==> src/rtl/tdc_pkg.sv <==
// rtl/tdc_pkg.sv - shared types and constants for the TDC hit collector
package tdc_pkg;

  localparam int HIT_TDC_W = 12;
  localparam int HIT_BC_W  = 7;
  localparam int DROP_W    = 4;

  typedef struct packed {
    logic [HIT_TDC_W-1:0] tdc;
    logic [HIT_BC_W-1:0]  bc;
  } hit_t;

  typedef enum logic {
    OUT_EMPTY = 1'b0,
    OUT_FULL  = 1'b1
  } out_state_e;

endpackage

==> src/rtl/tdc_hit_fifo.sv <==
// rtl/tdc_hit_fifo.sv - per-channel synchronous FIFO with same-cycle read/write
module tdc_hit_fifo #(
  parameter int W     = 19,
  parameter int DEPTH = 4
) (
  input  logic         clk_i,
  input  logic         reset_i,
  input  logic         wr_en_i,
  input  logic [W-1:0] wr_data_i,
  input  logic         rd_en_i,
  output logic [W-1:0] rd_data_o,
  output logic         empty_o,
  output logic         full_o
);

  localparam int AW = $clog2(DEPTH);
  localparam logic [AW:0] FULL_CNT = DEPTH[AW:0];

  logic [W-1:0]  mem_q [DEPTH];
  logic [AW-1:0] wr_ptr_q;
  logic [AW-1:0] rd_ptr_q;
  logic [AW:0]   count_q;
  logic [AW:0]   count_d;
  logic          do_wr;
  logic          do_rd;

  // A write into a full FIFO is still taken when the head leaves on the same edge.
  assign do_rd = rd_en_i & (count_q != '0);
  assign do_wr = wr_en_i & ((count_q != FULL_CNT) | do_rd);

  always_comb begin
    count_d = count_q;
    if (do_wr && !do_rd) begin
      count_d = count_q + (AW+1)'(1);
    end else if (do_rd && !do_wr) begin
      count_d = count_q - (AW+1)'(1);
    end
  end

  always_ff @(posedge clk_i) begin
    if (reset_i) begin
      wr_ptr_q <= '0;
      rd_ptr_q <= '0;
      count_q  <= '0;
    end else begin
      count_q <= count_d;
      if (do_wr) begin
        wr_ptr_q <= wr_ptr_q + AW'(1);
      end
      if (do_rd) begin
        rd_ptr_q <= rd_ptr_q + AW'(1);
      end
    end
  end

  always_ff @(posedge clk_i) begin
    if (do_wr) begin
      mem_q[wr_ptr_q] <= wr_data_i;
    end
  end

  assign rd_data_o = mem_q[rd_ptr_q];
  assign empty_o   = (count_q == '0);
  assign full_o    = (count_q == FULL_CNT);

endmodule

==> src/rtl/tdc_hit_collector.sv <==
// rtl/tdc_hit_collector.sv - edge-detected TDC hit capture, per-channel FIFOs, round-robin output
module tdc_hit_collector
  import tdc_pkg::*;
#(
  parameter int N_CH  = 4,
  parameter int TDC_W = HIT_TDC_W,
  parameter int BC_W  = HIT_BC_W,
  parameter int DEPTH = 4
) (
  input  logic                     clk300,
  input  logic                     reset,
  input  logic                     enable,
  input  logic [N_CH-1:0]          ch_rdy,
  input  logic [N_CH*TDC_W-1:0]    ch_tdc,
  input  logic [BC_W-1:0]          bc_time,
  input  logic                     out_ready,
  output logic                     out_valid,
  output logic [$clog2(N_CH)-1:0]  out_ch,
  output logic [TDC_W-1:0]         out_tdc,
  output logic [BC_W-1:0]          out_bc,
  output logic [N_CH-1:0]          ch_full,
  output logic [N_CH*DROP_W-1:0]   drop_cnt
);

  localparam int CH_W = $clog2(N_CH);
  localparam int HW   = TDC_W + BC_W;

  logic [N_CH-1:0]  rdy_prev_q;
  logic [N_CH-1:0]  hit;
  logic [N_CH-1:0]  fifo_empty;
  logic [N_CH-1:0]  fifo_full;
  logic [N_CH-1:0]  pop;
  logic [HW-1:0]    head [N_CH];

  out_state_e       state_q, state_d;
  logic [CH_W-1:0]  last_q, last_d;
  logic [CH_W-1:0]  gnt;
  logic             any_ne;
  logic             load;
  logic [CH_W-1:0]  out_ch_q, out_ch_d;
  logic [TDC_W-1:0] out_tdc_q, out_tdc_d;
  logic [BC_W-1:0]  out_bc_q, out_bc_d;

  assign hit = ch_rdy & ~rdy_prev_q & {N_CH{enable}};

  always_ff @(posedge clk300) begin
    if (reset) begin
      rdy_prev_q <= '0;
    end else begin
      rdy_prev_q <= ch_rdy;
    end
  end

  for (genvar c = 0; c < N_CH; c++) begin : g_ch
    logic [DROP_W-1:0] drop_q;

    tdc_hit_fifo #(
      .W     (HW),
      .DEPTH (DEPTH)
    ) u_fifo (
      .clk_i     (clk300),
      .reset_i   (reset),
      .wr_en_i   (hit[c]),
      .wr_data_i ({ch_tdc[c*TDC_W +: TDC_W], bc_time}),
      .rd_en_i   (pop[c]),
      .rd_data_o (head[c]),
      .empty_o   (fifo_empty[c]),
      .full_o    (fifo_full[c])
    );

    always_ff @(posedge clk300) begin
      if (reset) begin
        drop_q <= '0;
      end else if (hit[c] && fifo_full[c] && !pop[c] && drop_q != '1) begin
        drop_q <= drop_q + DROP_W'(1);
      end
    end

    assign drop_cnt[c*DROP_W +: DROP_W] = drop_q;
  end

  // Search starts one past the last grant, so last_q = N_CH-1 favours channel 0.
  always_comb begin
    int idx;
    idx    = 0;
    gnt    = last_q;
    any_ne = 1'b0;
    for (int i = 1; i <= N_CH; i++) begin
      idx = int'(last_q) + i;
      if (idx >= N_CH) begin
        idx = idx - N_CH;
      end
      if (!any_ne && !fifo_empty[idx]) begin
        any_ne = 1'b1;
        gnt    = CH_W'(idx);
      end
    end
  end

  always_comb begin
    state_d   = state_q;
    last_d    = last_q;
    pop       = '0;
    load      = 1'b0;
    out_ch_d  = out_ch_q;
    out_tdc_d = out_tdc_q;
    out_bc_d  = out_bc_q;
    case (state_q)
      OUT_EMPTY: begin
        if (any_ne) begin
          load = 1'b1;
        end
      end
      OUT_FULL: begin
        if (out_ready) begin
          if (any_ne) begin
            load = 1'b1;
          end else begin
            state_d = OUT_EMPTY;
          end
        end
      end
      default: state_d = OUT_EMPTY;
    endcase
    if (load) begin
      state_d   = OUT_FULL;
      pop[gnt]  = 1'b1;
      last_d    = gnt;
      out_ch_d  = gnt;
      out_tdc_d = head[gnt][HW-1 -: TDC_W];
      out_bc_d  = head[gnt][BC_W-1:0];
    end
  end

  always_ff @(posedge clk300) begin
    if (reset) begin
      state_q   <= OUT_EMPTY;
      last_q    <= CH_W'(N_CH - 1);
      out_ch_q  <= '0;
      out_tdc_q <= '0;
      out_bc_q  <= '0;
    end else begin
      state_q   <= state_d;
      last_q    <= last_d;
      out_ch_q  <= out_ch_d;
      out_tdc_q <= out_tdc_d;
      out_bc_q  <= out_bc_d;
    end
  end

  assign out_valid = (state_q == OUT_FULL);
  assign out_ch    = out_ch_q;
  assign out_tdc   = out_tdc_q;
  assign out_bc    = out_bc_q;
  assign ch_full   = fifo_full;

endmodule

==> config.mk <==
export PLATFORM = sky130hd
export DESIGN_NAME = tdc_hit_collector
export DESIGN_NICKNAME = d
export VERILOG_FILES = /design/src/rtl/tdc_pkg.sv /design/src/rtl/tdc_hit_fifo.sv /design/src/rtl/tdc_hit_collector.sv
export SDC_FILE = /design/constraint.sdc
export NUM_CORES = 1
export LEC_CHECK = 0
export ABC_AREA = 1
export CAP_MARGIN = 25
export CORE_UTILIZATION = 60
export CTS_BUF_LIST = sky130_fd_sc_hd__clkbuf_4
export CTS_CLUSTER_DIAMETER = 120
export CTS_CLUSTER_SIZE = 28
export DETAILED_ROUTE_END_ITERATION = 12
export PLACE_DENSITY = 0.81
export SETUP_SLACK_MARGIN = 0.1
export SLEW_MARGIN = 20
export SYNTH_ARGS = -nofsm -noshare
export SYNTH_HDL_FRONTEND = slang
export SYNTH_SLANG_ARGS = --single-unit
==> constraint.sdc <==
create_clock -name clk300 -period 5.8 [get_ports clk300]
set_input_delay 1.45 -clock clk300 [delete_from_list [all_inputs] [get_ports clk300]]
set_output_delay 1.45 -clock clk300 [all_outputs]
set_load 0.01 [all_outputs]
==> results of run 1 <==
-- metrics by stage --
stage	worst slack [ps]	hold slack [ps]
after floorplan	2500	457
after global placement	1720	469
after detailed placement	1650	484
after CTS	1850	516
after global routing	1390	512
final	1810	499
-- flip-flops by register name (all words and copies together) (netlist names), 4 cells and up, named ones only --
name                  count
out_tdc                  12
g_ch.u_fifo.rd_ptr_q      8
out_bc                    7
g_ch.drop_q              16
rdy_prev_q                4
g_ch.u_fifo.count_q      12
g_ch.u_fifo.wr_ptr_q      8
g_ch.u_fifo.mem_q       304
-- metal layers --
metal,vias to the layer above,GRT usage,routed length (µm)
met5,-,0,14
met4,2,0.106,1190
met3,65,0.0397,3170
met2,474,0.414,16100
met1,5051,0.361,14100
li1,5085,-,-
-- synth_stat cells, drive strengths merged --
master,n
a21boi,1
a21oi,92
a32o,25
and2,3
and3,1
buf,27
clkbuf,48
dfxtp,80
edfxtp,304
fa,4
ha,24
inv,89
nand2,260
nand3,56
nand4,16
nor2,166
nor3,8
o211ai,40
o21ai,106
o22ai,38
xnor2,4
xor2,11
-- how the worst max path moves through the flow --
stage                           startpoint  slack [ps]                                endpoint  cells after the start
floorplan                        out_ready        2500    g_ch[1].u_fifo.mem_q[0][0]$_DFFE_PP_                      8
global placement                 out_ready        1720  g_ch[2].u_fifo.count_q[2]$_SDFFE_PP0P_                     16
detailed placement               out_ready        1650  g_ch[2].u_fifo.count_q[2]$_SDFFE_PP0P_                     16
CTS                 last_q[0]$_SDFFE_PP1N_        1850  g_ch[2].u_fifo.count_q[2]$_SDFFE_PP0P_                     19
global route        last_q[0]$_SDFFE_PP1N_        1390  g_ch[0].u_fifo.count_q[2]$_SDFFE_PP0P_                     19
finish              last_q[0]$_SDFFE_PP1N_        1810  g_ch[2].u_fifo.count_q[2]$_SDFFE_PP0P_                     19
-- final cells by class --
type / instances / area (µm²)
flip-flops and latches: 384 / 10700
fillers: 1858 / 8590
multi-input cells: 855 / 4530
repair buffers: 127 / 1230
well taps: 335 / 419
inverters: 89 / 339
clock buffers: 28 / 210
clock inverters: 1 / 8.76
diodes: 1 / 2.50
-- report_power, final --
group          total (µW)  internal (µW)  switching, µW
clock network         959            220            739
registers            3370           3200            177
logic                3450           1120           2330
-- kinds of logic after synthesis --
kind of cell / Yosys count / share of synthesized area
buffers and inverters: 164 / 0.0441
XOR/XNOR: 15 / 0.00823
adder cells (fa/ha/maj): 28 / 0.0238
flip-flops: 384 / 0.672
AND/OR/NAND/NOR: 510 / 0.138
AO/OA/AOI/OAI: 302 / 0.114
-- tightest hold or removal path: cells and delay by family (launching register included) --
| kind | cells | cell delay (ps) |
|---|---|---|
| compound gates | 1 | 80 |
| simple gates | 1 | 60 |
| flops | 1 | 370 |
==> impl_metrics.toml, run 1 <==
[timing]
setup_viol = 0
report.final.slew_viol_count = 0
hold_viol_final = 0
max_freq_mhz = 251
min_period_over_period = 0.687
timing.slew.headroom = 0.402
min_period_ps = 3990
rsz0062_at_grt = "no"
fin_setup_tns_ps = 0
fin_skew_ps = 44.7
worst_slew_pin_slew_ps = 898

[detailed_routing]
routedWlPerCell_um = 19.0
vias_per_cell = 5.87
drtAntennaViolNets = 0
vias = 10700
dr.pass1.iters = 5
drt_iter0_markers = 1012
remaining_drc_errors = 0
totalWireLength_um = 34600

[global_route]
antenna_found_initial = 2
grt_pass1_vias = 10100
grt_first_pass_wirelength_um = 53600
grt_overflow = 0
grt_use_total = 0.260
grt_max_degree = 79

[clock_network]
path_clk_slew_ps = 270
post-cts-setup-buffers = 0
cts_sinks = 384
cts_hold_buf = 0
root_buffer = "clkbuf_4"
cts_resized = 0
cts_made_buffers = 17
clockBufferDepth = 3
cts_tree = "done"
ctsHtreeMaxLevel = 1
insertion_delay_ps = 750

[min_path]
hold_class = "reg -> reg"
hp-start = "g_ch[0].u_fifo.rd_ptr_q[1]$_SDFFE_PP0N_"
whs_path_depth = 2

[setup_path]
path_cells = "inv_6, nand3_1, nand3_1, nand2_2, nand3_2, nand2_2, nand2_4, nor2_4, nand2_1, nand2_1, nand2_2, inv_2, ha_1, inv_1, fa_1, a21oi_1, o21ai_0, o21ai_0, a21oi_1"
worstPathMaxFanout = 78
worstSetupStartpointType = "flop"
required_ps = 6470
critical_path_buf_inv_count = 3
critPathTopFamily = "simple AND/OR/NAND/NOR gates"
critPathCaptureType = "flop"
cpMostUsedCell = "nand2_2"
worstSetupPathType = "reg -> reg"
crit_arrival_ps = 4660
slowest_stage = "dfxtp_1"
rr_worst_depth = 19
r2r_start = "last_q[0]$_SDFFE_PP1N_"
r2r_slack_ps = 1810
timing.rr.end = "g_ch[2].u_fifo.count_q[2]$_SDFFE_PP0P_"
cp_slowest_stage_delay_ps = 650

[logic_synthesis]
avgSynthCellArea_um2 = 11.4
synth.top_cell.area_share = 0.572
synth_area_leaders = "edfxtp_1 (57%), dfxtp_1 (10%), nand2_1 (5.7%), nor2_1 (3.8%), o21ai_0 (3.2%)"
synth_area_leader_cell = "edfxtp_1"
postSynthRegisterBits = 384
ys_seq_area_frac = 0.672
ys_types = 35
synth_area_um2 = 16000
syn-num-nets = 1494
ys_warn_count = 0
synth_cells = 1403

[placed_design]
io_buffer_count = 104
place_area_um2 = 17200
gp_congestion = 0.805
hpwl_um = 22100
place_inst = 1788

[floorplanning]
initial_core_util = 0.613
io_pins = 105
rows = 59
core_area_um2 = 26100
die_w_um = 165
die_h_um = 165
die_area_um2 = 27300

[power_and_ir_drop]
leakagePower_uw = 0.00632
report.power.total_uw = 7790
ir_drop_mv = 0.463
powerDensity_nw_per_um2 = 446

[final_layout]
drive_gt1_frac = 0.0667
fin_area_um2 = 17500
mostFrequentLayoutCell = "edfxtp_1"
stdcell_count = 1820
syn_to_final_growth_pct = 9.46
layout_common_cells = "edfxtp_1 (304), nand2_1 (241), nor2_1 (162)"
nets = 1565
fin_util = 0.671

[run_status]
outcome = "finished clean"

[flow_run]
cap_violations = 0
Power figures use the tool's default switching activity.
==> run 2: changes to the inputs <==
--- a/config.mk
+++ b/config.mk
@@ -7,12 +7,12 @@
 export LEC_CHECK = 0
 export ABC_AREA = 1
 export CAP_MARGIN = 25
-export CORE_UTILIZATION = 60
+export CORE_UTILIZATION = 55
 export CTS_BUF_LIST = sky130_fd_sc_hd__clkbuf_4
 export CTS_CLUSTER_DIAMETER = 120
 export CTS_CLUSTER_SIZE = 28
 export DETAILED_ROUTE_END_ITERATION = 12
-export PLACE_DENSITY = 0.81
+export PLACE_DENSITY = 0.78
 export SETUP_SLACK_MARGIN = 0.1
 export SLEW_MARGIN = 20
 export SYNTH_ARGS = -nofsm -noshare
==> constraint.sdc (replaced) <==
create_clock -name clk300 -period 3.44 [get_ports clk300]
set_input_delay 0.86 -clock clk300 [delete_from_list [all_inputs] [get_ports clk300]]
set_output_delay 0.86 -clock clk300 [all_outputs]
set_load 0.01 [all_outputs]
==> run 2 against run 1 <==
Clock-buffer cell count unchanged. Sequential share of layout area down 0.83 points. Critical path depth down 17. Clock skew down 12 ps. Largest power group unchanged.
==> impl_metrics.toml, run 2 (synthesized netlist as in run 1, its figures left out) <==
[timing]
setup_viol = 0
min_period_over_period = 0.910
max_freq_mhz = 319
min_period_ps = 3130
hold_viol_final = 0
rsz0062_at_grt = "no"
fin_skew_ps = 32.4
fin_ws_ps = 309
fin_setup_tns_ps = 0
timing.slew.headroom = 0.472
worst_slew_pin_slew_ps = 791
report.final.slew_viol_count = 0

[final_layout]
nets = 1585
layout_common_cells = "edfxtp_1 (304), nand2_1 (241), nor2_1 (162)"
mostFrequentLayoutCell = "edfxtp_1"
top_regs = "g_ch.u_fifo.mem_q x304, g_ch.drop_q x16"
drive_gt1_frac = 0.0785
largest_reg_flops = 304
syn_to_final_growth_pct = 11.0
top_register = "g_ch.u_fifo.mem_q"
n_fill_cell = 2222

[global_route]
antenna_found_initial = 2
grt_first_pass_wirelength_um = 54000
grt_overflow = 0
grt_use_total = 0.240
grt_max_degree = 78
grt_pass1_vias = 10100

[setup_path]
critical_path_buf_inv_count = 1
required_ps = 2580
path_cells = "nor3_1, clkdlybuf4s50_1"
worstSetupStartpointType = "flop"
critPathCaptureType = "output port"
worstSetupPathType = "reg -> out"
slowest_stage = "clkdlybuf4s50_1"
critPathTopFamily = "buffers and inverters"
worstPathMaxFanout = 4
crit_arrival_ps = 2270
cp_slowest_stage_delay_ps = 640

[floorplanning]
io_pins = 105
rows = 62
die_w_um = 172
die_h_um = 172
core_area_um2 = 28600
die_area_um2 = 29700
initial_core_util = 0.558

[detailed_routing]
remaining_drc_errors = 0
vias_per_cell = 5.70
routedWlPerCell_um = 18.6
vias = 10800
drtAntennaViolNets = 0
totalWireLength_um = 35200
drt_iter0_markers = 1161
dr.pass1.iters = 5

[clock_network]
insertion_delay_ps = 730
cts_made_buffers = 17
cts_tree = "done"
ctsHtreeMaxLevel = 1
clockBufferDepth = 3
cts_resized = 0
cts_hold_buf = 0
path_clk_slew_ps = 250
post-cts-setup-buffers = 0
root_buffer = "clkbuf_4"
cts_sinks = 384

[power_and_ir_drop]
leakagePower_uw = 0.00643
powerDensity_nw_per_um2 = 752
ir_drop_mv = 0.958

[placed_design]
dp_slack_ps = 134
io_buffer_count = 104
hpwl_um = 23000
gp_congestion = 0.832

[run_status]
outcome = "finished clean"

[flow_run]
cap_violations = 0

[min_path]
hold_class = "reg -> reg"
==> run 2: layout make-up <==
| cell class | instances | area, µm² | share of cell area |
|---|---|---|---|
| clock buffer | 28 | 210 | 0.0119 |
| clock inverter | 1 | 8.76 | 0.000494 |
| timing repair buffer | 147 | 1410 | 0.0797 |
| inverter | 89 | 339 | 0.0191 |
| tap | 384 | 480 | 0.0271 |
| sequential | 384 | 10700 | 0.606 |
| multi-input combinational | 855 | 4530 | 0.256 |
| antenna | 1 | 2.50 | 0.000141 |
==> run 2: worst min-delay path, delay by kind of cell (launching register included) <==
kind / cells / cell delay (ps)
simple gates: 1 / 70
compound gates: 1 / 80
flops: 1 / 370
==> run 2: where the power goes <==
part / internal (µW) / switching [µW] / leakage (µW) / total [µW]
Clock: 370 / 1230 / 0.000133 / 1600
Combinational: 2080 / 4030 / 0.00288 / 6110
Sequential: 5390 / 220 / 0.00341 / 5610
==> run 2: worst paths after layout <==
| path | end | slack, ps | start | depth (start not counted) |
|---|---|---|---|---|
| max | ch_full[3] | 310 | g_ch[3].u_fifo.count_q[0]$_SDFFE_PP0P_ | 2 |
| min | flop | 520 | g_ch[0].u_fifo.rd_ptr_q[1]$_SDFFE_PP0N_ | 2 |
| max reg2reg | g_ch[0].u_fifo.count_q[2]$_SDFFE_PP0P_ | 370 | last_q[0]$_SDFFE_PP1N_ | 19 |
| min reg2reg | flop | 520 | g_ch[0].u_fifo.rd_ptr_q[1]$_SDFFE_PP0N_ | 2 |
==> run 2: through the flow <==
step                area, µm²  hold slack [ps]   util  cells  power, µW
CTS                     17700              521  0.618   1887      13300
detailed placement      17500              483  0.610   1858      11800
finish                  17700              517  0.619   1889      13300
floorplan               16000              457      -   1403      10100
global route            17700              536  0.619   1889      14100
global placement        17400              468  0.610   1857      11600
==> run 2: routing by layer <==
| metal | global-route usage | up-vias | part of all wire |
|---|---|---|---|
| met5 | 0 | - | 0.00023 |
| met4 | 0.0800 | 2 | 0.030 |
| met3 | 0.0286 | 56 | 0.061 |
| met2 | 0.394 | 375 | 0.48 |
| met1 | 0.333 | 5219 | 0.43 |
| li1 | - | 5117 | - |
